<file path="src/rtl/vend_pkg.sv">
// rtl/vend_pkg.sv - shared types and constants for the coin front-end
// Contents: coin_e (coin denomination tag stored in the event queue),
//           arb_state_e (issue sequencer states), REJECT_MAX (reject counter ceiling).
package vend_pkg;

    typedef enum logic {
        COIN5  = 1'b0,
        COIN10 = 1'b1
    } coin_e;

    typedef enum logic [1:0] {
        IDLE,
        ISSUE,
        GAP,
        DRAIN
    } arb_state_e;

    localparam logic [7:0] REJECT_MAX = 8'd255;

endpackage

</file>
<file path="src/rtl/coin_debounce.sv">
// rtl/coin_debounce.sv - 2-FF synchroniser, stability debouncer and rising-edge detector
// Ports:
//   sys_clk    in  system clock
//   sys_rst_n  in  synchronous active-low reset
//   btn        in  raw asynchronous sensor input, active-high
//   rise       out one-cycle pulse when the debounced level goes 0 -> 1
module coin_debounce #(
    parameter int DEBOUNCE_CYCLES = 1_000_000
) (
    input  logic sys_clk,
    input  logic sys_rst_n,
    input  logic btn,
    output logic rise
);

    localparam int CW = $clog2(DEBOUNCE_CYCLES);
    localparam logic [CW-1:0] CNT_LAST = CW'(DEBOUNCE_CYCLES - 1);

    logic          sync1;
    logic          sync2;
    logic          level;
    logic [CW-1:0] cnt;

    always_ff @(posedge sys_clk) begin
        if (!sys_rst_n) begin
            sync1 <= 1'b0;
            sync2 <= 1'b0;
            level <= 1'b0;
            cnt   <= '0;
            rise  <= 1'b0;
        end else begin
            sync1 <= btn;
            sync2 <= sync1;
            rise  <= 1'b0;
            // Any sample that agrees with the current level restarts the stability window.
            if (sync2 == level) begin
                cnt <= '0;
            end else if (cnt == CNT_LAST) begin
                level <= ~level;
                cnt   <= '0;
                rise  <= ~level;
            end else begin
                cnt <= cnt + 1'b1;
            end
        end
    end

endmodule

</file>
<file path="src/rtl/coin_arbiter.sv">
// rtl/coin_arbiter.sv - debounces coin sensors, queues coin events and issues spaced accept pulses
// Ports:
//   sys_clk       in   system clock
//   sys_rst_n     in   synchronous active-low reset
//   btn_coin5     in   raw 5-unit coin sensor
//   btn_coin10    in   raw 10-unit coin sensor
//   vend_busy     in   dispense in progress; coins are rejected while high
//   have_coin5    out  one-cycle pulse, 5-unit coin accepted
//   have_coin10   out  one-cycle pulse, 10-unit coin accepted
//   coin_reject   out  one-cycle pulse for any cycle rejecting at least one coin
//   reject_total  out  saturating count of rejected coins
//   pending       out  queue occupancy
module coin_arbiter
    import vend_pkg::*;
#(
    parameter int DEBOUNCE_CYCLES = 1_000_000,
    parameter int GAP_CYCLES      = 4,
    parameter int QUEUE_DEPTH     = 4
) (
    input  logic                         sys_clk,
    input  logic                         sys_rst_n,
    input  logic                         btn_coin5,
    input  logic                         btn_coin10,
    input  logic                         vend_busy,
    output logic                         have_coin5,
    output logic                         have_coin10,
    output logic                         coin_reject,
    output logic [7:0]                   reject_total,
    output logic [$clog2(QUEUE_DEPTH):0] pending
);

    localparam int AW = $clog2(QUEUE_DEPTH);
    localparam int GW = $clog2(GAP_CYCLES + 1);
    localparam logic [AW:0]   DEPTH_C  = (AW + 1)'(QUEUE_DEPTH);
    localparam logic [AW:0]   ONE_C    = (AW + 1)'(1);
    localparam logic [AW:0]   TWO_C    = (AW + 1)'(2);
    localparam logic [GW-1:0] GAP_LAST = GW'(GAP_CYCLES - 1);

    logic          ev5;
    logic          ev10;
    coin_e         fifo [QUEUE_DEPTH];
    logic [AW-1:0] wr_ptr;
    logic [AW-1:0] wr_ptr_p1;
    logic [AW-1:0] rd_ptr;
    logic [AW:0]   free_slots;
    logic          rr_first10;
    arb_state_e    state;
    arb_state_e    state_next;
    logic [GW-1:0] gap_cnt;
    logic [GW-1:0] gap_next;
    coin_e         head;
    coin_e         first_coin;
    coin_e         second_coin;
    logic [1:0]    n_push;
    logic [1:0]    n_ev_rej;
    logic [1:0]    n_rej;
    logic          rr_flip;
    logic          pop;
    logic          drain_rej;
    logic          issue5;
    logic          issue10;
    logic [8:0]    total_sum;

    coin_debounce #(.DEBOUNCE_CYCLES(DEBOUNCE_CYCLES)) u_deb5 (
        .sys_clk   (sys_clk),
        .sys_rst_n (sys_rst_n),
        .btn       (btn_coin5),
        .rise      (ev5)
    );

    coin_debounce #(.DEBOUNCE_CYCLES(DEBOUNCE_CYCLES)) u_deb10 (
        .sys_clk   (sys_clk),
        .sys_rst_n (sys_rst_n),
        .btn       (btn_coin10),
        .rise      (ev10)
    );

    assign head      = fifo[rd_ptr];
    assign wr_ptr_p1 = wr_ptr + 1'b1;
    // Room is judged on occupancy before this cycle's pop, so a full queue never accepts.
    assign free_slots = DEPTH_C - pending;

    always_comb begin
        n_push      = 2'd0;
        n_ev_rej    = 2'd0;
        rr_flip     = 1'b0;
        first_coin  = COIN5;
        second_coin = COIN10;
        if (ev5 && ev10) begin
            first_coin  = rr_first10 ? COIN10 : COIN5;
            second_coin = rr_first10 ? COIN5 : COIN10;
            if (vend_busy) begin
                n_ev_rej = 2'd2;
            end else begin
                rr_flip = 1'b1;
                if (free_slots >= TWO_C) begin
                    n_push = 2'd2;
                end else if (free_slots == ONE_C) begin
                    n_push   = 2'd1;
                    n_ev_rej = 2'd1;
                end else begin
                    n_ev_rej = 2'd2;
                end
            end
        end else if (ev5 || ev10) begin
            first_coin = ev10 ? COIN10 : COIN5;
            if (vend_busy || free_slots == '0) begin
                n_ev_rej = 2'd1;
            end else begin
                n_push = 2'd1;
            end
        end
    end

    // Accept pulses are registered on entry to ISSUE so they coincide with the ISSUE state.
    always_comb begin
        state_next = state;
        gap_next   = gap_cnt;
        pop        = 1'b0;
        drain_rej  = 1'b0;
        issue5     = 1'b0;
        issue10    = 1'b0;
        case (state)
            IDLE: begin
                if (pending != '0) begin
                    if (vend_busy) begin
                        state_next = DRAIN;
                    end else begin
                        state_next = ISSUE;
                        issue5     = (head == COIN5);
                        issue10    = (head == COIN10);
                    end
                end
            end
            ISSUE: begin
                pop        = 1'b1;
                gap_next   = '0;
                state_next = GAP;
            end
            GAP: begin
                if (vend_busy && pending != '0) begin
                    state_next = DRAIN;
                end else if (gap_cnt == GAP_LAST) begin
                    state_next = IDLE;
                end else begin
                    gap_next = gap_cnt + 1'b1;
                end
            end
            DRAIN: begin
                pop       = (pending != '0);
                drain_rej = pop;
                if (n_push == 2'd0 && pending <= ONE_C) begin
                    state_next = IDLE;
                end
            end
            default: state_next = IDLE;
        endcase
    end

    assign n_rej     = n_ev_rej + {1'b0, drain_rej};
    assign total_sum = {1'b0, reject_total} + {7'b0, n_rej};

    always_ff @(posedge sys_clk) begin
        if (n_push != 2'd0) begin
            fifo[wr_ptr] <= first_coin;
        end
        if (n_push == 2'd2) begin
            fifo[wr_ptr_p1] <= second_coin;
        end
    end

    always_ff @(posedge sys_clk) begin
        if (!sys_rst_n) begin
            state        <= IDLE;
            gap_cnt      <= '0;
            wr_ptr       <= '0;
            rd_ptr       <= '0;
            pending      <= '0;
            rr_first10   <= 1'b0;
            have_coin5   <= 1'b0;
            have_coin10  <= 1'b0;
            coin_reject  <= 1'b0;
            reject_total <= '0;
        end else begin
            state        <= state_next;
            gap_cnt      <= gap_next;
            wr_ptr       <= wr_ptr + AW'(n_push);
            rd_ptr       <= rd_ptr + AW'(pop);
            pending      <= pending + (AW + 1)'(n_push) - (AW + 1)'(pop);
            rr_first10   <= rr_first10 ^ rr_flip;
            have_coin5   <= issue5;
            have_coin10  <= issue10;
            coin_reject  <= (n_rej != 2'd0);
            reject_total <= total_sum[8] ? REJECT_MAX : total_sum[7:0];
        end
    end

endmodule

</file>
<file path="config.mk">
export PLATFORM = sky130hd
export DESIGN_NAME = coin_arbiter
export DESIGN_NICKNAME = d
export VERILOG_FILES = /design/src/rtl/vend_pkg.sv /design/src/rtl/coin_debounce.sv /design/src/rtl/coin_arbiter.sv
export SDC_FILE = /design/constraint.sdc
export NUM_CORES = 1
export LEC_CHECK = 0
export CAP_MARGIN = 10
export CORE_ASPECT_RATIO = 0.6
export CORE_MARGIN = 8
export CORE_UTILIZATION = 50
export DETAILED_ROUTE_END_ITERATION = 12
export GPL_ROUTABILITY_DRIVEN = 0
export PLACE_DENSITY = 0.68
export RECOVER_POWER = 100
export SYNTH_ARGS = -nofsm -noshare
export SYNTH_HDL_FRONTEND = slang
export SYNTH_HIERARCHICAL = 1
export SYNTH_SLANG_ARGS = --single-unit
</file>
<file path="constraint.sdc">
create_clock -name sys_clk -period 3.6 [get_ports sys_clk]
set_input_delay 0.72 -clock sys_clk [delete_from_list [all_inputs] [get_ports sys_clk]]
set_output_delay 0.72 -clock sys_clk [all_outputs]
set_load 0.02 [all_outputs]
</file>
==> results of run 1 <==
==> metal layers <==
layer | up-vias | share of wire [%]
met1 | 1497 | 53
met2 | 60 | 41
li1 | 1601 | -
met4 | 0 | 1.2
met5 | - | 0
met3 | 10 | 4.9
==> cells by family after synthesis <==
| kind of cell | after synthesis |
|---|---|
| mux | 1 |
| flops | 76 |
| simple gates | 187 |
| compound gates | 80 |
| fa+ha+maj | 21 |
| buf+inv | 35 |
| xor+xnor | 32 |
==> area by class of cell <==
type | count | area share, %
clock inverters | 1 | 0.681
clock buffers | 15 | 6.07
well taps | 108 | 3.06
multi-input cells | 321 | 48.8
flip-flops and latches | 76 | 35.4
inverters | 18 | 1.53
repair buffers | 22 | 4.43
==> stage by stage <==
stage	cell area, µm²	instances	worst slack (ns)	util (%)
floorplan	3890	432	0.321	-
global placement	4140	545	0.247	53.6
detailed placement	4140	545	0.177	53.6
CTS	4440	561	0.301	57.4
global route	4410	561	0.0324	57.1
finish	4410	561	0.239	57.1
==> power groups by stage <==
stage	registers, mW	clock network, mW	logic, mW
after CTS	0.852	0.917	0.0246
final	0.852	0.895	0.0225
after global placement	0.870	0	0.0239
after global routing	0.852	0.948	0.0250
after detailed placement	0.871	0	0.0244
after floorplan	0.870	0	0.0146
==> state kept, by name, summed over array words and instances (netlist names), 2 cells and up <==
name / count
pending: 3
u_deb10/cnt: 20
reject_total: 8
state: 2
rd_ptr: 2
wr_ptr: 2
u_deb5/cnt: 20
gap_cnt: 3
fifo: 4
==> Yosys cell counts (4+ instances only) <==
cell | number | area [µm²]
xor2_1 | 18 | 158
o21a_1 | 5 | 37.5
nand4_1 | 11 | 68.8
buf_6 | 4 | 45.0
nor3_1 | 11 | 55.1
o21ai_0 | 15 | 75.1
and3_1 | 8 | 50.1
inv_1 | 18 | 67.6
or4_1 | 11 | 82.6
buf_2 | 7 | 35.0
a311oi_1 | 5 | 43.8
xnor2_1 | 14 | 123
nor2_1 | 42 | 158
o31ai_1 | 7 | 52.6
edfxtp_1 | 4 | 120
a21oi_1 | 21 | 105
a31oi_1 | 6 | 37.5
nand3_1 | 27 | 135
clkbuf_1 | 6 | 22.5
dfxtp_1 | 72 | 1440
nor4b_1 | 4 | 35.0
or3_1 | 9 | 56.3
and2_1 | 14 | 87.6
ha_1 | 18 | 225
nand2_1 | 20 | 75.1
==> path summary, 6_finish.rpt <==
path	cells after the start	start	endpoint	slack [ns]
max	14	pending[0]	pending[2]	0.24
min	1	u_deb5/sync1	u_deb5/sync2	0.43
max reg2reg	14	pending[0]	pending[2]	0.24
min reg2reg	1	u_deb5/sync1	u_deb5/sync2	0.43
==> impl_results.md, run 1 <==
* Status: finished with violations
* Violated checks: capacitance limit, slew limit
* Initial core utilization at between 50% and 60%
* Largest net degree at the start of global routing at 21
* Xor and xnor area share after synthesis at ~7.2%
* Clk network pwr share at ~51%
* DRT antenna net count at 0
* P&R area growth vs syn at 13.2%
* Ys async rst share at 0%
* GRT Max-Usage Layer: met2
* M1 GR Usage at roughly 22%
* Switching Share at a little under a fifth
* Minimum clock period at between 3 and 4 ns
* Inserted Clock Buffers at 9
* Cell family with most CP delay: adder cells
* CP Class: register to register
* Final #Nets at between 400 and 500
* Die X at roughly 130 µm
* Total negative slack at 0 ns
* FILL cells at around 700
* Synth Cell Area at between 0.003 and 0.004 mm²
* Sequential cell area at approximately 0.0016 mm²
* Slew Limit Fails at between 40 and 50
* CTS tree: yes
* Met2 Use GR at roughly 22%
* Global-route wire length before repair at 14,000 µm
* Max stage delay cell, worst path: dfxtp_1
* Area occupied by multi-input gates at about 0.0022 mm²
* DR WL/cell at between 10 and 15 µm
* Global Route met3 Usage at about 4.9%
* Worst hold margin at about 0.43 ns
* Share of cells above drive strength 1 at between 4 and 5%
* Simple logic cell fraction of the synthesized area at 27.1%
* Synthesized netlist cell count at 432
* CP endpoint kind: register
* DRT Wirelength at between 8000 and 9000 µm
* Synth Area in Compound Gates at 13.6%
* Reg clk slew, reported paths at ~0.050 ns
* Number of synthesized register bits at 76
* PD cells at 401 mW/mm²
* Worst Tran Pin Value at approximately 1.5 ns
* Total clock sinks at 76
* Via density per instance at ~5.6
* Slew HR at -3.19%
* Worst-path fanout max at 6
* Static Leakage at 1.52 nW
* Core box area at 0.00773 mm²
* Flop pwr share at roughly half
* EDFF count, synth at 4
* Rows at 25
* Cell mode on critical path: ha_1
* Port Buffers at 18
* Post-synth top flop: dfxtp_1
* Post-synthesis mux area share at 0.578%
* Synthesized area per cell at between 9 and 10 µm²
* N_diodes at 0
* WP data arrival at approximately 3.6 ns
* Post-cts gate resize count at 0
* DIE AREA at 0.0110 mm²
* RSZ-0062 raised after global routing: false
* Antenna violations before repair at 0
* Root buf cell: clkbuf_16
* Bufs and invs on worst path at 3
* Critical path's largest stage delay at around 0.42 ns
* Internal Pwr Total at approximately 1.4 mW
* Comb power frac at under 10%
* Tot Pwr at between 1.5 and 2 mW
* Drt first pass iters at 5
* Worst path cell trace: inv_1 > ha_1 > ha_1 > nor3b_1 > clkbuf_1 > nand3_1 > and2_1 > ha_1 > inv_1 > ha_1 > fa_1 > xor2_1 > xnor2_1 > nor2_1
* Most common cell after layout, fill and taps aside: dfxtp_1
* Final setup fails at 0
* Hold WC Path Type: register to register
* Hold Violations, Final at 0
* Max-cap viol count at 2
* Commonest non-fill, non-tap cells in the layout: dfxtp_1 (72), nor2_1 (42), nand3_1 (27)
* Maximum vdd drop at about 320 µV
* Syn_nets at roughly 460
* Seq/Total Area, Yosys at about two fifths
* Fin crit share at between 90 and 100%
* Worst skew pair latency at approximately 0.33 ns
* CTS HTree Levels at 3
* Setup repair bufs after CTS at 0
* Syn. warnings at 6
* Chip height at 84.4 µm
* GR Overflow Total at 0
* Largest family of logic cells by synthesized area: simple AND/OR/NAND/NOR gates
* Fmax at 0.298 GHz
* Clock Skew at approximately 0.0036 ns
* NetSw at 336 µW
* Ports at 19
* CP required at roughly 3.8 ns
* 1st-iter DRT viols at 199
* Longest Clk Path Bufs at 2
* Detailed-route via count at between 3k and 4k
* Dpl hpwl at between 5000 and 6000 µm
* DRC at 0
* Post-CTS Hold Fix Bufs at 0
* Worst Setup Start Kind: register
* Adder-Cell Fraction of Synth Area at between 7 and 8%
* GRT Overall Usage at ~16%
* Yosys cell types at 57
* Vias in the first global route at 2,989
(Power assumes the default switching activity.)
==> inputs of run 2 (changes only) <==
- CORE_UTILIZATION: 50 -> 45
- PLACE_DENSITY: 0.68 -> not set
==> impl_results.md, run 2 (synthesis results as in run 1) <==
* Violated checks: capacitance limit
* PD cells at between 400 and 500 mW/mm²
* Antenna violations before repair at 0
* Via density per instance at about 5.5
* Area post-placement at 0.00414 mm²
* Most common cell after layout, fill and taps aside: dfxtp_1
* CTS tree: yes
* Ports at 19
* WP data arrival at between 3 and 4 ns
* Core box area at 0.00846 mm²
* Post-cts gate resize count at 0
* Chip height at approximately 88 µm
* Worst skew pair latency at 0.33 ns
* Leading registers by flop count: u_deb10/cnt (20), u_deb5/cnt (20), reject_total (8)
* Port Buffers at 18
* Minimum clock period at roughly 3.3 ns
* Cells on worst reg2reg path at 14
* Worst hold margin at roughly 0.43 ns
* Dpl cells at roughly 550
* DRT antenna net count at 0
* P&R area growth vs syn at 13.6%
* Largest net degree at the start of global routing at 24
* Worst Tran Pin Value at about 1.5 ns
* DRC at 0
* Total negative slack at 0 ns
* Slew HR at 0.777%
* Maximum vdd drop at 263 µV
* Initial core utilization at between 40 and 50%
* N_diodes at 0
* Reg-to-reg setup timing slack at between 0.3 and 0.4 ns
* Clock Skew at 0.00497 ns
* Utilization after layout at between 50% and 60%
* Slew Limit Fails at 0
* Reg clk slew, reported paths at ~0.060 ns
* Drt first pass iters at 4
* CP Class: register to register
* Worst Setup Start Kind: register
* Root buf cell: clkbuf_16
* DRT Wirelength at about 8000 µm
* Final instance area at 0.00442 mm²
* Vias in the first global route at approximately 2.9k
* CTS HTree Levels at 3
* Worst slack at placement at 0.201 ns
* Total clock sinks at between 70 and 80
* Setup repair bufs after CTS at 0
* Tot Pwr at 1.78 mW
* Worst-path fanout max at 6
* Inserted Clock Buffers at 9
* RSZ-0062 raised after global routing: false
* Final Non-Filler Cells at 565
* Worst R2R Start: pending[0]
* Hold WC Path Type: register to register
* Hold_sp: u_deb10/sync1
* Static Leakage at 1.53 nW
* GRT Overall Usage at between 10 and 15%
* RR Endpoint: pending[2]
* DIE AREA at between 0.01 and 0.015 mm²
* Hold Violations, Final at 0
* Detailed-route via count at ~3.1k
* Max-cap viol count at 1
* GR Overflow Total at 0
* Setup ws final at about 0.3 ns
* CP endpoint kind: register
* Status: finished with violations
* 1st-iter DRT viols at ~160
* Final #Nets at between 400 and 500
* DR WL/cell at approximately 14 µm
* Longest Clk Path Bufs at 2
* Final setup fails at 0
* Dpl hpwl at 5660 µm
* Worst hold endpoint: u_deb10/sync2
* Fin crit share at between 90% and 100%
* Rows at 26
* Fmax at between 0.3 and 0.4 GHz
* CP required at between 3 and 4 ns
* Share of cells above drive strength 1 at 5.30%
* Worst Hold Depth at 1
* Global-route wire length before repair at between 10,000 and 15,000 µm
* Post-CTS Hold Fix Bufs at 0
* Commonest non-fill, non-tap cells in the layout: dfxtp_1 (72), nor2_1 (42), nand3_1 (27)
* Die X at 136 µm
==> run 2: where the power goes <==
group	total (mW)	switching [mW]	internal, mW
Sequential	0.852	0.00192	0.850
Combinational	0.0221	0.0140	0.00807
Clock	0.907	0.352	0.555
Total	1.78	0.368	1.41
==> run 2: worst max path at each step <==
stage / slack, ns / startpoint / endpoint
finish: 0.30 / pending[0] / pending[2]
global route: 0.04 / pending[0] / pending[2]
floorplan: 0.32 / pending[0] / reject_total[5]
detailed placement: 0.20 / vend_busy / reject_total[5]
CTS: 0.33 / pending[0] / reject_total[5]
global placement: 0.24 / vend_busy / reject_total[5]
==> run 2: cell type report <==
cell class                      instances  area (µm²)
Timing Repair Buffer                   22         195
Fill cell                             806        4040
Multi-Input combinational cell        321        2160
Tap cell                              112         140
Clock buffer                           10         239
Sequential cell                        76        1560
Inverter                               18        67.6
Clock inverter                          6        61.3
==> run 2: worst max-delay path: stages (launching register included) <==
cell and delay, ns:
dfxtp_1 0.44, inv_1 0.10, ha_1 0.24, ha_1 0.32
nor3b_1 0.25, clkbuf_1 0.22, nand3_1 0.15, and2_1 0.19
ha_1 0.27, inv_1 0.04, ha_1 0.18, fa_1 0.38
xor2_1 0.19, xnor2_1 0.14, nor2_1 0.06
==> run 2: routing by layer <==
layer  wire [µm]  global-route usage (%)  vias to the layer above
met5           0                       0                        -
met4          71                    4.46                        0
met3         410                    5.21                        8
met2        2970                    19.1                       50
met1        4550                    20.6                     1454
li1            -                       -                     1614
